### config.mk
export PLATFORM = sky130hd
export DESIGN_NAME = l3_bank_arbiter
export DESIGN_NICKNAME = d
export VERILOG_FILES = /design/src/rtl/l3_bank_arbiter.sv
export SDC_FILE = /design/constraint.sdc
export NUM_CORES = 1
export LEC_CHECK = 0
export CAP_MARGIN = 20
export CORE_ASPECT_RATIO = 0.7
export CORE_UTILIZATION = 25
export DETAILED_ROUTE_END_ITERATION = 8
export PLACE_DENSITY = 0.64
export SLEW_MARGIN = 20
export SYNTH_ARGS = -nofsm -noshare
export SYNTH_HDL_FRONTEND = slang
export SYNTH_SLANG_ARGS = --single-unit
### constraint.sdc
create_clock -name clk -period 5.7 [get_ports clk]
set_input_delay 0.855 -clock clk [delete_from_list [all_inputs] [get_ports clk]]
set_output_delay 0.855 -clock clk [all_outputs]
set_load 0.05 [all_outputs]
### src/rtl/l3_bank_arbiter.sv
// Round-robin arbiter sharing the central L3 cell array among the core datapath blocks.
// One access is in flight at a time, followed by a single-cycle response to the winner.
//
// state  | meaning
// IDLE   | arbitrate; req_ready is the one-hot winner scanning from ptr+1
// ACCESS | l3_en held for ACCESS_CYCLES cycles, cnt counts down to zero
// RESP   | one-cycle rsp_valid to the latched winner, then ptr moves to it
module l3_bank_arbiter #(
  parameter int NUM_REQ       = 6,
  parameter int ADDR_W        = 12,
  parameter int DATA_W        = 16,
  parameter int MAX_ADDR      = 3599,
  parameter int ACCESS_CYCLES = 3
) (
  input  logic                      clk,
  input  logic                      rst_n,
  input  logic [NUM_REQ-1:0]        req_valid,
  output logic [NUM_REQ-1:0]        req_ready,
  input  logic [NUM_REQ-1:0]        req_we,
  input  logic [NUM_REQ*ADDR_W-1:0] req_addr,
  input  logic [NUM_REQ*DATA_W-1:0] req_wdata,
  output logic [NUM_REQ-1:0]        rsp_valid,
  output logic [DATA_W-1:0]         rsp_rdata,
  output logic                      rsp_err,
  output logic                      l3_en,
  output logic                      l3_we,
  output logic [ADDR_W-1:0]         l3_addr,
  output logic [DATA_W-1:0]         l3_wdata,
  input  logic [DATA_W-1:0]         l3_rdata,
  output logic                      busy
);

  localparam int PTR_W = $clog2(NUM_REQ);

  typedef enum logic [1:0] {IDLE, ACCESS, RESP} state_t;

  state_t             state, state_nxt;
  logic [PTR_W-1:0]   ptr;
  logic [PTR_W-1:0]   gnt;
  logic [PTR_W-1:0]   gnt_nxt;
  logic [PTR_W-1:0]   idx_p;
  logic               found;
  logic [NUM_REQ-1:0] grant;
  logic [ADDR_W-1:0]  sel_addr;
  logic [DATA_W-1:0]  sel_wdata;
  logic               sel_we;
  logic               addr_ok;
  logic [3:0]         cnt;
  logic               err;
  logic [DATA_W-1:0]  rdata_q;

  // Scan ptr+1 .. ptr+NUM_REQ with explicit wrap since NUM_REQ need not be a power of two.
  always_comb begin
    int idx;
    idx     = 0;
    idx_p   = '0;
    grant   = '0;
    gnt_nxt = '0;
    found   = 1'b0;
    if (state == IDLE) begin
      for (int k = 1; k <= NUM_REQ; k++) begin
        if (int'(ptr) + k >= NUM_REQ) idx = int'(ptr) + k - NUM_REQ;
        else                          idx = int'(ptr) + k;
        idx_p = PTR_W'(idx);
        if (!found && req_valid[idx_p]) begin
          found   = 1'b1;
          gnt_nxt = idx_p;
        end
      end
      if (found) grant[gnt_nxt] = 1'b1;
    end
  end

  assign sel_addr  = req_addr[gnt_nxt*ADDR_W +: ADDR_W];
  assign sel_wdata = req_wdata[gnt_nxt*DATA_W +: DATA_W];
  assign sel_we    = req_we[gnt_nxt];
  assign addr_ok   = (sel_addr <= ADDR_W'(MAX_ADDR));

  always_ff @(posedge clk or negedge rst_n) begin
    if (!rst_n) state <= IDLE;
    else        state <= state_nxt;
  end

  always_comb begin
    state_nxt = state;
    case (state)
      IDLE:    if (found) state_nxt = addr_ok ? ACCESS : RESP;
      ACCESS:  if (cnt == 4'd0) state_nxt = RESP;
      RESP:    state_nxt = IDLE;
      default: state_nxt = IDLE;
    endcase
  end

  always_ff @(posedge clk or negedge rst_n) begin
    if (!rst_n) begin
      ptr      <= PTR_W'(NUM_REQ - 1);
      gnt      <= '0;
      cnt      <= '0;
      err      <= 1'b0;
      rdata_q  <= '0;
      l3_en    <= 1'b0;
      l3_we    <= 1'b0;
      l3_addr  <= '0;
      l3_wdata <= '0;
    end else begin
      case (state)
        IDLE: begin
          if (found) begin
            gnt <= gnt_nxt;
            if (addr_ok) begin
              l3_en    <= 1'b1;
              l3_we    <= sel_we;
              l3_addr  <= sel_addr;
              l3_wdata <= sel_wdata;
              cnt      <= 4'(ACCESS_CYCLES - 1);
            end else begin
              err <= 1'b1;
            end
          end
        end
        ACCESS: begin
          if (cnt == 4'd0) begin
            rdata_q  <= l3_we ? '0 : l3_rdata;
            l3_en    <= 1'b0;
            l3_we    <= 1'b0;
            l3_addr  <= '0;
            l3_wdata <= '0;
          end else begin
            cnt <= cnt - 4'd1;
          end
        end
        RESP: begin
          ptr     <= gnt;
          err     <= 1'b0;
          rdata_q <= '0;
        end
        default: ;
      endcase
    end
  end

  always_comb begin
    rsp_valid = '0;
    if (state == RESP) rsp_valid[gnt] = 1'b1;
  end

  assign req_ready = grant;
  assign rsp_rdata = (state == RESP) ? rdata_q : '0;
  assign rsp_err   = (state == RESP) && err;
  assign busy      = (state != IDLE);

endmodule

==> impl_metrics.csv, run 1 <==
group,metric,value,unit
cts,cts_buffer_depth,2,
power,p_leak,3.32,nW
sta,tns,0,ns
routing,met1_length,9400,um
setup_path,reg2reg_depth,13,
setup_path,ff2ff_setup_slack,0.39,ns
setup_path,startpoint_type,"flop",
cells_and_area,diodes,0,
sta,max-slew-margin-rel,47.5,%
routing,drc,0,
sta,tightestPinTransition,0.788,ns
setup_path,crit_path_end,"req_ready[0]",
cells_and_area,final_common_cell,"clkdlybuf4s50_1",
cts,numClockSinks,59,
die,die_w,173,um
global_route,track_usage,19.2,%
worst_hold_path,min_path_type,"flop to flop",
sta,period_needed,5.34,ns
yosys,ys_seq_area_share,28.8,%
cells_and_area,finalNetCount,1054,
routing,wire_per_inst,18.1,um
routing,dr.max_layer_used,"met4",
sta,rsz0062_at_grt,"no",
yosys,synth_cells,599,
cts,ctsHtreeMaxLevel,3,
cts,path_clk_slew,0.05,ns
setup_path,path_class,"flop to output pin",
yosys,synth_top_family_by_area,"compound AO/OA/AOI/OAI gates",
worst_hold_path,hp-start,"l3_addr[8]",
die,dieHeight,122,um
yosys,synth.distinct_cells,75,
cts,cts_buffers,9,
yosys,synth_area_per_cell,8.59,um2
yosys,synth_top_area_cell,"dfrtp_1",
setup_path,startpoint,"ptr[1]",
global_route,grt_first_pass_wirelength,31400,um
yosys,synth_compound_area_share,29.7,%
die,ios,258,
sta,finalCritPeriodShare,93.8,%
cts,root_buffer,"clkbuf_16",
sta,finClkSkew,0.00535,ns
routing,drt_iter0_markers,312,
yosys,synth_edf_count,0,
power,p_per_area,657,nW/um2
cts,insertion_delay,0.32,ns
outcome,status,"completed",
global_route,grt_pass1_vias,5529,
run,maxCapViolCount,0,
yosys,syn-cell-area,5140,um2
cells_and_area,drive_gt1_share,9.45,%
die,dieArea,21200,um2
cells_and_area,final_cell_mix,"clkdlybuf4s50_1, nand2_1, mux2i_1",
routing,wl,20200,um
die,core,20000,um2
sta,setup_viol,0,
routing,dr.pass1.iters,5,
yosys,async_flop_share,100,%
sta,hold_violations,0,
placed_design,place_hpwl,16200,um
yosys,synthMuxAreaShare,13.0,%
sta,drv_slew,0,
global_route,grt_max_degree,60,
yosys,synth_flop_cell,"dfrtp_1",
setup_path,reg2reg_from,"ptr[1]",
yosys,synth_nets,810,
setup_path,cp.required,4.85,ns
routing,num_vias,5563,
setup_path,r2r-end,"l3_addr[7]",
routing,detail-route-antenna-nets,0,
power,ir_drop,0.296,mV
setup_path,crit_path_max_fanout,19,
placed_design,post-place-ws,0.401,ns
placed_design,place_congestion,0.896,
die,start_util,25.8,%
die,rows,43,
yosys,synthSimpleGateAreaFrac,18.4,%
setup_path,cp.arrival,4.49,ns
yosys,synth_warnings,0,
yosys,synth-adder-area-share,3.16,%
cts,cts_tree,"built",
global_route,gr-total-overflow,0,
yosys,yosysTopAreaCellShare,27.7,%
yosys,synthXorXnorAreaFrac,1.85,%
global_route,antenna_found_initial,0,
sta,fin_ws,0.355,ns
routing,viasPerCell,4.98,
routing,met3WireLength,1340,um
yosys,ys_top_cells_by_area,"dfrtp_1, mux2i_1, nand2_1",
cells_and_area,area_delta_synth_final,61.8,%
sta,fmax,187,MHz
setup_path,worstSetupEndpointType,"output pin",
placed_design,io_buffers,257,
yosys,yosys_register_bits,59,
routing,routed-wl-met2,9330,um
==> critical path: stages (launching register included) <==
cell and delay (ns):
dfrtp_1 0.58, inv_1 0.33, ha_2 0.63, a31oi_1 0.09
or2_1 0.29, o311ai_0 0.63, o221a_2 0.37, o22ai_1 0.19
buf_4 0.23, or3_1 0.42, nor2_1 0.17, buf_4 0.22
==> cell type report <==
type	instances	area, um2
clock buffer	13	260
fill	1966	11600
inverter	9	33.8
sequential	59	1480
multi-input combinational	487	3430
clock inverter	2	35.0
timing repair buffer	277	2740
tap	270	338
==> cell usage after synthesis (all sizes together), types with 10 or more instances <==
library cell / instances
buf: 24
ha: 13
dfrtp: 57
nand3: 11
nor3: 10
nand2: 68
a211oi: 26
mux2i: 58
o21ai: 36
clkbuf: 20
o2bb2ai: 25
a21oi: 39
a22o: 18
nor2: 48
and2: 20
==> sequential cells by signal, summed over array words and instances, names as in the netlist <==
register	flops
gnt	3
err	1
l3_addr	12
rdata_q	16
state	2
l3_wdata	16
l3_we	1
ptr	3
cnt	4
l3_en	1
==> worst min-delay path by stage <==
stage	endpoint	slack, ns	cells after the start
detailed placement	l3_addr[8]	0.47	1
CTS	l3_addr[8]	0.49	1
global placement	l3_addr[8]	0.46	1
finish	l3_addr[8]	0.49	1
global route	l3_wdata[0]	0.50	1
floorplan	err	0.45	2
==> per-stage QoR <==
stage	hold WS, ns	power, mW	utilization (%)	cells	cell area, um2
global placement	0.463	4.87	40.2	1102	8020
detailed placement	0.470	4.91	40.2	1102	8020
floorplan	0.454	3.79	-	599	5140
finish	0.488	5.46	41.7	1117	8320
global route	0.503	5.85	41.7	1117	8320
CTS	0.486	5.48	41.7	1117	8320
==> layer usage <==
metal	GRT usage, %	up-vias
li1	-	2720
met1	26.1	2624
met2	31.1	211
met3	4.53	8
met4	3.21	0
met5	0	-
==> where the power goes <==
part,switching [mW],internal (mW),leakage [nW],total (mW)
registers,0.145,0.600,0.752,0.745
logic,2.58,1.60,2.43,4.18
clock network,0.182,0.359,0.146,0.541
==> kinds of logic (layout without fill, tap and decap cells) <==
| group | after synthesis | count (layout) |
|---|---|---|
| compound gates | 205 | 205 |
| xor+xnor | 10 | 10 |
| fa+ha+maj | 13 | 13 |
| buf+inv | 53 | 301 |
| flops | 59 | 59 |
| mux | 66 | 66 |
| simple gates | 193 | 193 |
==> timing repair <==
| item | in CTS | in global routing |
|---|---|---|
| setup buffers | 0 | 0 |
| hold buffers | 0 | 0 |
| endpoints found under the hold margin | 0 | 0 |
| resized for setup | 0 | 1 |
| setup endpoints to repair | 0 | 6 |
Power figures use the tool's default switching activity.
==> inputs of run 2 (changes only) <==
Settings changed: MAX_ROUTING_LAYER from default to met4.
==> run 2 against run 1 <==
Net effect:
- global-route usage increased by 0.60 points
- total power increased by 0.19%
- count of clock-buffer cells in the layout unchanged
- setup slack got worse by 0.086 ns
- combinational power about the same
- hold slack about the same
- critical path depth unchanged
- maximum frequency decreased by 1.6%
- die area unchanged
- cell area unchanged
- wire length about the same
- sequential cell count unchanged
- critical endpoint unchanged
==> impl_metrics.csv, run 2 (synthesis gave the netlist of run 1 again) <==
group,metric,value,unit
setup_path,crit_path_max_fanout,19,
routing,drt_iter0_markers,348,
routing,wl,20200,um
cells_and_area,num-fill-cells,1966,
setup_path,ff2ff_setup_slack,0.32,ns
routing,detail-route-antenna-nets,0,
sta,finClkSkew,0.00459,ns
cells_and_area,postLayoutCoreUtil,41.7,%
placed_design,dpl_cell_area,8020,um2
die,rows,43,
setup_path,critPathMaxStageDelay,0.67,ns
sta,period_needed,5.43,ns
global_route,track_usage,19.7,%
global_route,grt_pass1_vias,5530,
cts,cts_buffer_depth,2,
placed_design,place_congestion,0.911,
sta,tightestPinTransition,0.783,ns
cells_and_area,area_delta_synth_final,61.8,%
setup_path,path_class,"flop to output pin",
sta,setup_viol,0,
run,maxCapViolCount,0,
outcome,status,"completed",
power,p_per_area,658,nW/um2
power,power,5.47,mW
sta,drv_slew,0,
setup_path,worstPathCellList,"inv_1 > ha_2 > a31oi_1 > or2_1 > o311ai_0 > o221a_2 > o22ai_1 > buf_4 > or3_1 > nor2_1 > buf_4",
sta,max-slew-margin-rel,47.8,%
cts,ctsHoldBuffers,0,
worst_hold_path,min_path_type,"flop to flop",
cts,insertion_delay,0.32,ns
cells_and_area,diodes,0,
cells_and_area,finalNetCount,1054,
cts,path_clk_slew,0.05,ns
power,ir_drop,0.295,mV
setup_path,reg2reg_from,"ptr[1]",
cts,numClockSinks,59,
setup_path,cp.required,4.85,ns
cells_and_area,top_regs,"l3_wdata (16), rdata_q (16), l3_addr (12)",
setup_path,cp.arrival,4.58,ns
power,p_leak,3.32,nW
routing,num_vias,5531,
cts,cts_tree,"built",
setup_path,worst_path_max_delay_cell,"o311ai_0",
sta,timing.hold.ws,0.488,ns
routing,dr.pass1.iters,4,
setup_path,reg2reg_depth,13,
die,core,20000,um2
worst_hold_path,worstHoldEndpoint,"l3_addr[8]",
routing,viasPerCell,4.95,
sta,tns,0,ns
die,dieArea,21200,um2
global_route,antenna_found_initial,0,
cells_and_area,final_cell_mix,"clkdlybuf4s50_1, nand2_1, mux2i_1",
setup_path,crit_top_cell,"buf_4",
global_route,grt_first_pass_wirelength,31300,um
placed_design,io_buffers,257,
setup_path,r2r-end,"l3_addr[7]",
routing,drc,0,
worst_hold_path,min_path_cells,1,
cells_and_area,drive_gt1_share,9.45,%
die,die_w,173,um
die,dieHeight,122,um
global_route,grt_max_degree,60,
global_route,gr-total-overflow,0,
cells_and_area,final_common_cell,"clkdlybuf4s50_1",
cts,ctsHtreeMaxLevel,3,
setup_path,worstSetupEndpointType,"output pin",
die,start_util,25.8,%
placed_design,place_hpwl,16200,um
worst_hold_path,hp-start,"l3_addr[8]",
routing,wire_per_inst,18.1,um
die,ios,258,
sta,fmax,184,MHz
sta,rsz0062_at_grt,"no",
cts,root_buffer,"clkbuf_16",
cells_and_area,stdcell_area,8320,um2
sta,finalCritPeriodShare,95.3,%
cts,cts_buffers,9,
sta,hold_violations,0,
setup_path,startpoint_type,"flop",
-- run 2: cell counts in the layout (fill, tap and decap cells not counted) --
No cell type changed its count.
-- run 2: how the worst max path moves through the flow --
| stage | to | cells after the start | slack, ns | start |
|---|---|---|---|---|
| floorplan | req_ready[1] | 14 | 0.89 | ptr[0] |
| global placement | l3_addr[7] | 13 | 0.45 | ptr[1] |
| detailed placement | l3_addr[5] | 13 | 0.40 | ptr[1] |
| CTS | req_ready[0] | 11 | 0.25 | ptr[1] |
| global route | req_ready[0] | 11 | 0.09 | ptr[1] |
| finish | req_ready[0] | 11 | 0.27 | ptr[1] |
-- run 2: layout make-up --
| cell class | instances | area (um2) | area share [%] |
|---|---|---|---|
| multi-input combinational | 487 | 3430 | 41.3 |
| timing repair buffer | 277 | 2740 | 32.9 |
| sequential | 59 | 1480 | 17.8 |
| tap | 270 | 338 | 4.06 |
| clock buffer | 13 | 260 | 3.13 |
| clock inverter | 2 | 35.0 | 0.421 |
| inverter | 9 | 33.8 | 0.406 |
-- run 2: metal layers --
layer  global-route usage, %  vias to the layer above  share of wire [%]  routed length [um]
li1                        -                     2728                  -                   -
met1                    26.4                     2586                 47                9540
met2                    31.1                      209                 46                9300
met3                    4.15                        8                6.0                1220
met4                    3.26                        0               0.77                 155
met5                       -                        -                  0                   0
-- run 2: timing repair --
action                     4_1_cts  5_1_grt
setup buffers                    0        0
hold endpoints to repair         0        0
gates resized for setup          0        1
setup endpoints to repair        0        6
-- run 2: critical path: cells and delay by family (launching register included) --
kind | cells | cell delay, ns
buffers and inverters | 3 | 0.79
AND/OR/NAND/NOR | 3 | 0.89
adder cells (fa/ha/maj) | 1 | 0.64
AO/OA/AOI/OAI | 4 | 1.35
flip-flops | 1 | 0.59
-- run 2: stage by stage --
step                      worst slack, ns  std cells
after global placement              0.450       1102
after floorplan                     0.891        599
after detailed placement            0.401       1102
after CTS                           0.251       1117
after global routing               0.0919       1117
final                               0.269       1117
-- run 2: report_power, final --
group          internal [mW]  switching (mW)  leakage [nW]  total [mW]
logic                   1.60            2.59          2.43        4.19
registers              0.600           0.145         0.752       0.745
clock network          0.359           0.183         0.146       0.542
==> RTL edit, RTL diff (config.mk and constraints of run 2) <==
The 3 states of `state_t` get a one-hot encoding in 3 bits.
--- a/src/rtl/l3_bank_arbiter.sv
+++ b/src/rtl/l3_bank_arbiter.sv
@@ -32,7 +32,7 @@
 
   localparam int PTR_W = $clog2(NUM_REQ);
 
-  typedef enum logic [1:0] {IDLE, ACCESS, RESP} state_t;
+  typedef enum logic [2:0] {IDLE = 3'b001, ACCESS = 3'b010, RESP = 3'b100} state_t;
 
   state_t             state, state_nxt;
   logic [PTR_W-1:0]   ptr;
Formal check against the unedited RTL: no difference found for any inputs over 4 cycles, from zero or initial values and one cycle with rst_n low; so few cycles prove little.
==> RTL edit against run 2 <==
  * Count of clock-buffer cells in the layout decreased by 3
  * Power rose by 3.8%
  * Synthesized area fell by 0.51%
  * Routed wire length down 6.4%
  * Sequential cell count is 1 higher
  * Setup slack improved by 130 ps
  * Design area decreased by 0.83%
  * Largest cell class unchanged
==> RTL edit: results (changes against run 2) <==
Setup path
  – Crit path arrival time: 5540 ps (+960 ps)
  – CP max stage cell: dfstp_2
  – RR Endpoint: l3_wdata[14]$_DFFE_PN0P_
  – R2R cell count: 16 (+3)
  – CP top delay family: compound AO/OA/AOI/OAI gates
  – Crit Path Max Fanout: 26 (+7)
  – Critical path origin: ptr[2]$_DFFE_PN1P_
  – Critical Path Sink Type: flip-flop

Synthesis
  – Post-Synth Adder-Cell Area: 3.18% (+0.016 points)
  – Sequential fraction of the synthesis area: 29.4% (+0.66 points)
  – Synth top cells by count: mux2i_1 (92), nand2_1 (63), dfrtp_1 (57), a21oi_1 (42), nor2_1 (39)
  – Synth unique cells: 76 (+1.3%)
  – Synth Area in Compound Gates: 23.1% (-6.6 points)
  – Average size of a mapped cell: 8.91 µm² (+3.8%)
  – Mux cell area share after synthesis: 20.8% (+7.8 points)
  – Synth area leaders: dfrtp_1 (28%), mux2i_1 (18%), nand2_1 (4.6%)
  – Mapped Nets: 785 (-3.1%)
  – Post-Synth XOR/XNOR Area: 1.35% (-0.50 points)

Detailed routing
  – Met3 WL: 1340 µm (+9.8%)
  – Met2 wire len: 8480 µm (-8.9%)
  – Drt initial violations: 281 (-19%)
  – Wl on met1: 8950 µm (-6.2%)
  – Routed WL per cell: 17.4 µm (-3.8%)
  – Top sig layer: met4
  – Via density: 4.92 (-0.58%)

Placement
  – Placed inst area: 7940 µm² (-0.97%)
  – DP Wirelength: 14,900 µm (-8.4%)
  – GPL Wtd Cong: 0.915 (+0.53%)
  – Setup slack at placement: 387 ps (-13.7 ps)

GRT
  – Number of global-route vias before repair: 5,325 (-3.7%)
  – Largest net degree at the start of global routing: 61 (+1.7%)
  – First-pass GRT wire length: 29,100 µm (-7.2%)
  – Antenna violations before repair: 1 (+1)
  – Grt met2 use: 27.3% (-3.8 points)
  – Total track usage: 18.2% (-1.6 points)
  – Met1 usage: 24.2% (-2.2 points)
  – Met3 Use GR: 5.43% (+1.3 points)

Layout
  – Layout cell share with drive strength beyond 1: 8.58% (-0.87 points)
  – Final Net Count: 1,022 (-3.0%)
  – # fillers: 1,988 (+1.1%)
  – Regs by FF count: l3_wdata: 16 flops, rdata_q: 16 flops, l3_addr: 12 flops
  – Layout Cells excl Fill: 1,087 (-2.7%)

Run status
  – Status: complete, no violations

Clock tree
  – Clk buf depth: 2 (unchanged)

Power and ir drop
  – Clock Power Share: 9.5% (-0.4 points)
  – Sw frac: 52.9% (-0.40 points)
  – Leakage: 3.63 nW (+9.2%)
  – Worst vdd ir: 398 µV (+35%)
  – Comb power frac: 76.4% (about the same)

STA
  – Hold WS: 500 ps (+12.6 ps)
  – Setup slack after layout: 398 ps (+129 ps)
  – Worst slew pin tran: 1040 ps (+257 ps)
  – Clk_skew: 8.23 ps (+3.64 ps)

Hold path
  – Worst Hold End: rdata_q[7]$_DFFE_PN0P_
  – Hold path depth: 1 (unchanged)
  – Worst hold start: rdata_q[7]$_DFFE_PN0P_
RTL edit: changes by cell type in the layout (fill, tap and decap cells not counted), sizes merged, moves of 9 or more:
cell,before,now
mux2i,58,94
buf,27,18
o2bb2ai,25,0
o21ai,36,14
and2,20,6
a221oi,2,20
and3,0,23
a211oi,26,8
RTL edit: logic make-up (layout without fill, tap and decap cells):
| family | after synthesis | after routing |
|---|---|---|
| buf+inv | 56 | 298 |
| other cells | 0 | 1 |
| fa+ha+maj | 13 | 13 |
| mux | 103 | 103 |
| compound gates | 158 | 158 |
| flops | 60 | 60 |
| simple gates | 177 | 177 |
| xor+xnor | 7 | 7 |
RTL edit: layout make-up:
cell class              instances  area (µm²)  share of cell area (%)
multi-input cells             458        3390                    41.1
repair buffers                269        2670                    32.4
flip-flops and latches         60        1510                    18.3
well taps                     270         338                    4.09
clock buffers                  10         229                    2.77
clock inverters                 6        65.1                   0.788
inverters                      13        48.8                   0.591
diodes                          1        2.50                  0.0303
